[src/rtl/mult_div.sv]
// mult_div: multicycle signed multiply/divide unit that feeds HI/LO.
//
// The control unit pulses mult_start or div_start for one cycle with the
// operands on A_in/B_in, stalls while busy is high, and picks up HI_out/LO_out
// once done pulses. The unit never writes the register file itself.
//
//   Multiply: radix-2 Booth, one step per cycle, {HI,LO} = full signed product.
//   Divide:   restoring division on operand magnitudes, one quotient bit per
//             cycle. LO = quotient (truncated toward zero), HI = remainder with
//             the sign of the dividend.
//   Latency:  strobe in cycle 0, busy in cycles 1..WIDTH+1, done and HI/LO
//             update in cycle WIDTH+1. A new strobe is accepted the cycle after.
//
// Optional feature (macro DIVZERO_EXC_EN):
//   defined   - divide by zero finishes in one cycle, done and div_zero pulse
//               together, and HI/LO keep their previous values.
//   undefined - div_zero is tied low; divide by zero runs the full sequence
//               and yields LO = all ones, HI = dividend.
//
// Ports:
//   clk        system clock
//   reset      synchronous active-high reset
//   mult_start 1-cycle strobe, start signed A*B
//   div_start  1-cycle strobe, start signed A/B (mult_start wins if both)
//   A_in       multiplicand / dividend
//   B_in       multiplier / divisor
//   HI_out     product upper half / remainder
//   LO_out     product lower half / quotient
//   busy       high while an operation is in progress
//   done       1-cycle pulse, HI/LO updated this cycle
//   div_zero   1-cycle pulse, divide by zero detected (feature-gated)

module mult_div #(
    parameter int WIDTH = 32,
    parameter int CNT_W = 6
) (
    input  logic             clk,
    input  logic             reset,
    input  logic             mult_start,
    input  logic             div_start,
    input  logic [WIDTH-1:0] A_in,
    input  logic [WIDTH-1:0] B_in,
    output logic [WIDTH-1:0] HI_out,
    output logic [WIDTH-1:0] LO_out,
    output logic             busy,
    output logic             done,
    output logic             div_zero
);

    typedef enum logic [1:0] {IDLE, MULT, DIV, FIN} state_t;

    state_t           state_q;
    logic [CNT_W-1:0] cnt_q;
    // Booth: acc_q is the sign-extended upper partial product, q_q the
    // multiplier shifting out. Divide: acc_q is the partial remainder, q_q
    // the dividend shifting out / quotient shifting in.
    logic [WIDTH:0]   acc_q;
    logic [WIDTH-1:0] q_q;
    logic [WIDTH-1:0] m_q;
    logic             qm1_q;
    logic             neg_q_q;
    logic             neg_r_q;
    logic [WIDTH-1:0] hi_q;
    logic [WIDTH-1:0] lo_q;
    logic             busy_q;
    logic             done_q;

    logic [WIDTH:0]   m_ext;
    logic [WIDTH:0]   booth_sum;
    logic [WIDTH:0]   booth_acc_d;
    logic [WIDTH-1:0] booth_q_d;
    logic             booth_qm1_d;
    logic [WIDTH:0]   rem_sh;
    logic [WIDTH+1:0] trial;
    logic [WIDTH:0]   div_acc_d;
    logic [WIDTH-1:0] div_q_d;
    logic [WIDTH-1:0] quot_fix;
    logic [WIDTH-1:0] rem_fix;
    logic [WIDTH-1:0] a_mag;
    logic [WIDTH-1:0] b_mag;
    logic             last_step;

    always_comb begin
        // One extra accumulator bit keeps acc +/- M from overflowing,
        // including the M = -2^(WIDTH-1) corner.
        m_ext = {m_q[WIDTH-1], m_q};
        case ({q_q[0], qm1_q})
            2'b01:   booth_sum = acc_q + m_ext;
            2'b10:   booth_sum = acc_q - m_ext;
            default: booth_sum = acc_q;
        endcase
        {booth_acc_d, booth_q_d, booth_qm1_d} = {booth_sum[WIDTH], booth_sum, q_q};

        // Remainder stays below the divisor magnitude, so the shifted value
        // fits in WIDTH+1 bits; the extra trial bit is the borrow.
        rem_sh = {acc_q[WIDTH-1:0], q_q[WIDTH-1]};
        trial  = {1'b0, rem_sh} - {2'b00, m_q};
        if (!trial[WIDTH+1]) begin
            div_acc_d = trial[WIDTH:0];
            div_q_d   = {q_q[WIDTH-2:0], 1'b1};
        end else begin
            div_acc_d = rem_sh;
            div_q_d   = {q_q[WIDTH-2:0], 1'b0};
        end
        quot_fix = neg_q_q ? -div_q_d : div_q_d;
        rem_fix  = neg_r_q ? -div_acc_d[WIDTH-1:0] : div_acc_d[WIDTH-1:0];

        a_mag     = A_in[WIDTH-1] ? -A_in : A_in;
        b_mag     = B_in[WIDTH-1] ? -B_in : B_in;
        last_step = (cnt_q == CNT_W'(WIDTH - 1));
    end

`ifdef DIVZERO_EXC_EN
    logic dz_q;
    assign div_zero = dz_q;
`else
    assign div_zero = 1'b0;
`endif

    always_ff @(posedge clk) begin
        if (reset) begin
            state_q <= IDLE;
            cnt_q   <= '0;
            acc_q   <= '0;
            q_q     <= '0;
            m_q     <= '0;
            qm1_q   <= 1'b0;
            neg_q_q <= 1'b0;
            neg_r_q <= 1'b0;
            hi_q    <= '0;
            lo_q    <= '0;
            busy_q  <= 1'b0;
            done_q  <= 1'b0;
`ifdef DIVZERO_EXC_EN
            dz_q    <= 1'b0;
`endif
        end else begin
            done_q <= 1'b0;
`ifdef DIVZERO_EXC_EN
            dz_q   <= 1'b0;
`endif
            case (state_q)
                IDLE: begin
                    if (mult_start) begin
                        acc_q   <= '0;
                        q_q     <= B_in;
                        m_q     <= A_in;
                        qm1_q   <= 1'b0;
                        cnt_q   <= '0;
                        busy_q  <= 1'b1;
                        state_q <= MULT;
                    end else if (div_start) begin
`ifdef DIVZERO_EXC_EN
                        if (B_in == '0) begin
                            done_q  <= 1'b1;
                            dz_q    <= 1'b1;
                            busy_q  <= 1'b1;
                            state_q <= FIN;
                        end else
`endif
                        begin
                            acc_q   <= '0;
                            q_q     <= a_mag;
                            m_q     <= b_mag;
                            // A zero divisor leaves the all-ones quotient
                            // unsigned so LO reads back as all ones.
                            neg_q_q <= (A_in[WIDTH-1] ^ B_in[WIDTH-1]) && (B_in != '0);
                            neg_r_q <= A_in[WIDTH-1];
                            cnt_q   <= '0;
                            busy_q  <= 1'b1;
                            state_q <= DIV;
                        end
                    end
                end
                MULT: begin
                    acc_q <= booth_acc_d;
                    q_q   <= booth_q_d;
                    qm1_q <= booth_qm1_d;
                    cnt_q <= cnt_q + CNT_W'(1);
                    if (last_step) begin
                        hi_q    <= booth_acc_d[WIDTH-1:0];
                        lo_q    <= booth_q_d;
                        done_q  <= 1'b1;
                        state_q <= FIN;
                    end
                end
                DIV: begin
                    acc_q <= div_acc_d;
                    q_q   <= div_q_d;
                    cnt_q <= cnt_q + CNT_W'(1);
                    if (last_step) begin
                        hi_q    <= rem_fix;
                        lo_q    <= quot_fix;
                        done_q  <= 1'b1;
                        state_q <= FIN;
                    end
                end
                FIN: begin
                    busy_q  <= 1'b0;
                    state_q <= IDLE;
                end
                default: state_q <= IDLE;
            endcase
        end
    end

    assign HI_out = hi_q;
    assign LO_out = lo_q;
    assign busy   = busy_q;
    assign done   = done_q;

endmodule
[config.mk]
export PLATFORM = sky130hd
export DESIGN_NAME = mult_div
export DESIGN_NICKNAME = d
export VERILOG_FILES = /design/src/rtl/mult_div.sv
export SDC_FILE = /design/constraint.sdc
export NUM_CORES = 1
export LEC_CHECK = 0
export ABC_AREA = 1
export CORE_ASPECT_RATIO = 0.9
export CORE_MARGIN = 5
export CORE_UTILIZATION = 44
export CTS_CLUSTER_DIAMETER = 80
export CTS_CLUSTER_SIZE = 30
export DETAILED_ROUTE_END_ITERATION = 8
export DONT_BUFFER_PORTS = 1
export PLACE_DENSITY = 0.68
export SYNTH_ARGS = -nofsm -noshare
export SYNTH_HDL_FRONTEND = slang
export SYNTH_SLANG_ARGS = --single-unit
[constraint.sdc]
create_clock -name clk -period 6.6 [get_ports clk]
set_clock_uncertainty 0.05 [all_clocks]
set_input_delay 1.32 -clock clk [delete_from_list [all_inputs] [get_ports clk]]
set_output_delay 1.32 -clock clk [all_outputs]
set_load 0.01 [all_outputs]
## Word level (Yosys, flattened, before mapping)

Index checks and enable logic that the tools add are counted.

- Register bits after elaboration: 174
- Input bits: 68
- Output and inout port bits: 67
- Word-level logic and storage cells: 87

- Add/sub/neg operators: 8
- Eq/ne operators: 11
- Muxes and demuxes: 34
- Bitwise gates (word level): 3
- Reduce and logical (&&, ||, !) cells: 19

Operator list:

| cell | count |
|---|---|
| 2-to-1 mux 32 bit | 12 |
| negator 32 bit | 4 |
| one-hot mux 32 bit (2 select lines) | 2 |
| 2-to-1 mux 33 bit | 3 |
| one-hot mux 33 bit (3 select lines) | 1 |
| one-hot mux 32 bit (3 select lines) | 1 |
| one-hot mux 33 bit (2 select lines) | 1 |
| subtractor 33 x 32 -> 34 bit | 1 |
| adder 33 bit | 1 |
| subtractor 33 bit | 1 |
| nonzero test 32 bit | 1 |
| 2-to-1 mux 6 bit | 2 |
| one-hot mux 6 bit (2 select lines) | 1 |
| AND reduction 2 bit | 6 |
| nonzero test 2 bit | 5 |
| adder 6 x 1 -> 6 bit (second input constant) | 1 |
| == test 2 bit (second input constant) | 3 |
| == test 6 x 5 -> 1 bit (second input constant) | 1 |
| 2-to-1 mux 2 bit | 3 |
| != test 2 bit (second input constant) | 3 |
| one-hot mux 2 bit (3 select lines) | 1 |
| AND reduction 3 bit | 2 |
| 2-to-1 mux 1 bit | 5 |
| == test 2 x 1 -> 1 bit (second input constant) | 2 |
| other kinds (9) | 12 |

## Depth between registers and ports, before layout

- Depth after elaboration: 6
- Depth in mapped cells: 30
- Gate-level depth less buffers: 30

## Worst setup path before layout

OpenSTA, ideal clock, no wires.

- Kind: reg-to-reg
- Start point: register m_q[0]
- End point: register hi_q[28] (netlist: HI_out[28])
- Setup time: 132 ps
- Arrival: 3,583 ps
- Data required time: 6,418 ps
- Slack: 2,835 ps
- Cell stages (with the launch flop): 29
- Buffers on the path: 0
- Clock period less this slack: 3,765 ps
- Cells stage by stage: dfxtp_1 > nor3_1 > nand3_1 > nor3_1 > nand3_1 > nor3_2 > nand3_1 > nor3_1 > nand2_1 > nor2_1 > nand2_1 > nand2_1 > xor2_1 > inv_1 > ha_1 > nand2_1 > nor2_1 > inv_1 > nor3_1 > nand3_1 > nand3_1 > nand2_1 > nand2_1 > xor2_1 > nand2_1 > o21ai_0 > or2_2 > nand4_1 > a21oi_1

- Cells in the longest elaborated chain, start to end: 6
- Elaborated cells on any way between the ends: 10
- Classes of those cells: add/sub: 4; mux: 6

RTL lines:

| what | line | text |
|---|---|---|
| start: declaration | 59 | `logic [WIDTH-1:0] m_q;` |
| start signal: assignment | 147 | `m_q <= A_in;` |
| start signal: assignment | 164 | `m_q <= b_mag;` |
| subtractor 33 x 32 -> 34 bit | 97 | `trial = {1'b0, rem_sh} - {2'b00, m_q};` |
| 2-to-1 mux 33 bit | 98 | `if (!trial[WIDTH+1]) begin` |
| negator 32 bit | 106 | `rem_fix = neg_r_q ? -div_acc_d[WIDTH-1:0] : div_acc_d[WIDTH-1:0];` |
| 2-to-1 mux 32 bit | 106 |  |
| 2-to-1 mux 32 bit | 191 | `if (last_step) begin` |
| one-hot mux 32 bit (2 select lines) (*) | 142 | `case (state_q)` |
| end signal: assignment | 181 | `hi_q <= booth_acc_d[WIDTH-1:0];` |
| end signal: assignment | 192 | `hi_q <= rem_fix;` |
| end: declaration | 63 | `logic [WIDTH-1:0] hi_q;` |

Every way passes the cells marked *; elsewhere a longest branch is shown, timed or not. The select of a mux whose other input is x is not followed.
A chain may end at the register's enable or synchronous reset.

## Worst setup path in the final report

- Start point: register m_q[24]
- End point: register lo_q[30] (netlist: LO_out[30])

- Cells in the longest elaborated chain, start to end: 6

RTL lines:

| what | line | text |
|---|---|---|
| subtractor 33 x 32 -> 34 bit | 97 |  |
| 2-to-1 mux 1 bit | 98 |  |
| negator 32 bit | 105 | `quot_fix = neg_q_q ? -div_q_d : div_q_d;` |
| 2-to-1 mux 32 bit | 105 |  |
| 2-to-1 mux 32 bit | 191 |  |
| one-hot mux 32 bit (2 select lines) | 142 |  |
| end signal: assignment | 182 | `lo_q <= booth_q_d;` |
| end signal: assignment | 193 | `lo_q <= quot_fix;` |
| end: declaration | 64 | `logic [WIDTH-1:0] lo_q;` |

No other way between the ends. The select of a mux whose other input is x is not followed.

==> results.md <==
- Vias: between 20,000 and 25,000
- Gr usage total: between 30% and 40%
- Commonest cells after routing, fill and taps aside: 786 x nand2_1, 381 x inv_1, 239 x a21oi_1
- Core area: just under 40,000 um2
- Number of global-route vias before repair: 17,900
- CTS tree: yes
- Top Metal Used: met5
- Hold slack: 429 ps
- Crit-path max cell delay: between 400 and 500 ps
- Worst path arrival time: approximately 5700 ps
- NumNets Final: between 3,000 and 4,000
- Post-CTS Resized: 0
- Largest net degree at the start of global routing: 93
- Post-route cell area: approximately 18,000 um2
- Clock transition at the registers of the reported paths: 70 ps
- Average size of a mapped cell: between 5 and 6 um2
- Layout cells sized above 1: 5.85%
- Post-Place Worst Slack: between 1000 and 1500 ps
- Synthesized flop and latch total: between 150 and 200
- Initial core utilization: 44.2%
- Hold_sp: cnt_q[5]
- RSZ-0062 raised after global routing: no
- Hold depth: 2
- Antenna violations before repair: 1
- Max_cap viols: 0
- Post-placement cell area: ~18,000 um2
- Detailed Route WL: ~72,000 um
- Final GP Congestion: ~1.0
- WL/cell: around 21 um
- R2r endpoint: LO_out[30]
- Area Growth Syn to Fin: 4.66%
- Met2 WL: 28,700 um
- Fmax: around 190 MHz
- FF-to-FF path depth: 28
- CTS Buf Count: 17
- Root buf cell: clkbuf_16
- Pins over their slew limit: 0
- VDD IR-drop max: ~0.25 mV
- Slew HR: ~28%
- Leakage dissipation: between 8 and 9 nW
- Final setup TNS: 0 ps
- Commonest non-fill, non-tap cell in the layout: nand2_1
- Port Buffers: 0
- Register area share after synthesis: 20.0%
- Routed length on met1: roughly 33,000 um
- Die ar.: ~44,000 um2
- Final setup violating endpoints: 0
- Non-Filler Instances: 3,423
- Detail Route Antenna Nets: 0
- Status: completed
- Critical path's slowest cell: clkinv_1
- Fin crit period: approximately 5400 ps
- Worst hold path class: flip-flop to flip-flop
- DP HPWL: between 50,000 and 60,000 um
- First-pass GRT wire length: 109,000 um
- # Post-CTS Setup Buffers: 0
- Latest clock arrival within the worst-skew pair: roughly 450 ps
- Die height: between 150 and 200 um
- DRC violations left: 0
- Worst R2R Setup Slack: around 1200 ps
- Worst Tran Pin Value: about 1100 ps
- CP startpoint kind: flip-flop
- Global route overflow: 0
- # IOs: between 100 and 150
- # clock sinks: 174
- Synth warn: 0
- Crit path kind: flip-flop to flip-flop
- Critical Path End Type: flip-flop
- Crit-path max FO: 37
- Metal3 WL: between 9000 and 10,000 um
- Ant diodes: 0
- Synthesized area: roughly 17,000 um2
- Vias per inst: approximately 6.0
- Final worst setup slack: approximately 1200 ps
- Critical Path RT: around 7000 ps
- Pwr dens: approximately 460 nW/um2
- Syn Inst Count: 2,973
- Max clock buf depth: 2
- Synth unique cells: a little under 60
- Hold endpoint: cnt_q[5]
- Final Hold Viols: 0
- First-pass DRT Iterations: 7
- Inst Count DP: 3,390
- Syn Nets: about 3,100
- Die X: 220 um
- Period utilization: 81.8%
- Row cnt: approximately 70
- Initial detailed-routing violation count: roughly 3,000
- Reg2reg start: m_q[24]
- H-Tree Depth: 4
- CTS Hold Buffers Added: 0
==> flip-flops by register name (all words and copies together), names as in the netlist <==
name,count
m_q,32
cnt_q,6
acc_q,33
state_q,2
q_q,32
qm1_q,1
done,1
HI_out,32
busy,1
neg_r_q,1
neg_q_q,1
LO_out,32
==> layer usage <==
| metal | up-vias | global-route usage, % |
|---|---|---|
| li1 | 9675 | - |
| met1 | 9373 | 49.4 |
| met2 | 1244 | 44.7 |
| met3 | 81 | 7.40 |
| met4 | 2 | 6.74 |
| met5 | - | 0 |
==> where the power goes <==
part	internal [mW]	leakage [nW]	switching, mW
clock network	0.499	0.264	0.513
registers	1.21	1.42	0.233
logic	1.67	6.62	4.28
==> cell families after synthesis <==
family	count (synthesis)	synth area share, %
compound gates	696	22.9
simple gates	1412	35.5
xor+xnor	80	4.03
fa+ha+maj	77	5.63
flops	174	20.0
buf+inv	533	11.9
other cells	1	0.0216
==> synthesized netlist by cell type (all sizes together) <==
master   instances  area share (%)
nor2           248             5.9
nand3          189             5.6
o221ai          21             1.1
clkinv           2           0.043
dfxtp          174              20
a21o             6            0.26
a2111oi          1           0.050
nor4            13            0.47
a32oi            1           0.050
o32ai            2            0.10
o22ai           50             1.8
ha              75             5.4
o21a             2           0.086
a21boi           3            0.13
inv            401             8.7
o211ai          52             2.2
nand2          829              19
a31oi           62             2.2
o21ai          226             6.6
o41ai            2            0.10
or2             19            0.68
xnor2            8            0.40
a221oi           4            0.20
o31ai            9            0.39
clkbuf         108             2.3
a21oi          240             6.9
xor2            72             3.6
nand3b           8            0.35
fa               2            0.23
nand4           44             1.6
o2111ai          1           0.050
buf             22            0.88
nor3b            3            0.16
o311ai           1           0.050
nor3            54             1.8
conb             1           0.022
o21bai           9            0.41
and2             5            0.18
a211oi           4            0.17
==> worst max-delay path by stage <==
stage                     startpoint          to
after floorplan               m_q[0]  HI_out[28]
after global placement        m_q[8]  LO_out[30]
after detailed placement     m_q[24]  LO_out[30]
after CTS                    m_q[24]  LO_out[30]
after global routing         m_q[24]  LO_out[30]
final                        m_q[24]  LO_out[30]
==> cell type report <==
type,instances,area (um2)
Fill cell,4275,21100
Multi-Input combinational cell,2266,11900
Sequential cell,174,3480
Inverter,403,1520
Tap cell,532,666
Clock buffer,19,433
Clock inverter,13,126
Timing Repair Buffer,16,118
==> metrics by stage <==
step,utilization [%],total power [mW]
2_1_floorplan,-,5.55
3_3_place_gp,44.9,7.10
3_5_place_dp,44.9,7.15
4_1_cts,46.3,8.18
5_1_grt,46.3,8.99
6_report,46.3,8.40
==> worst max-delay path: cells and delay by family (launching register included) <==
family | cells | cell delay, ps
and+or+nand+nor | 17 | 2760
DFF | 1 | 390
AOI/OAI and AO/OA | 3 | 520
buffers and inverters | 6 | 910
adders and majority gates | 2 | 680
Power figures use the tool's default switching activity.
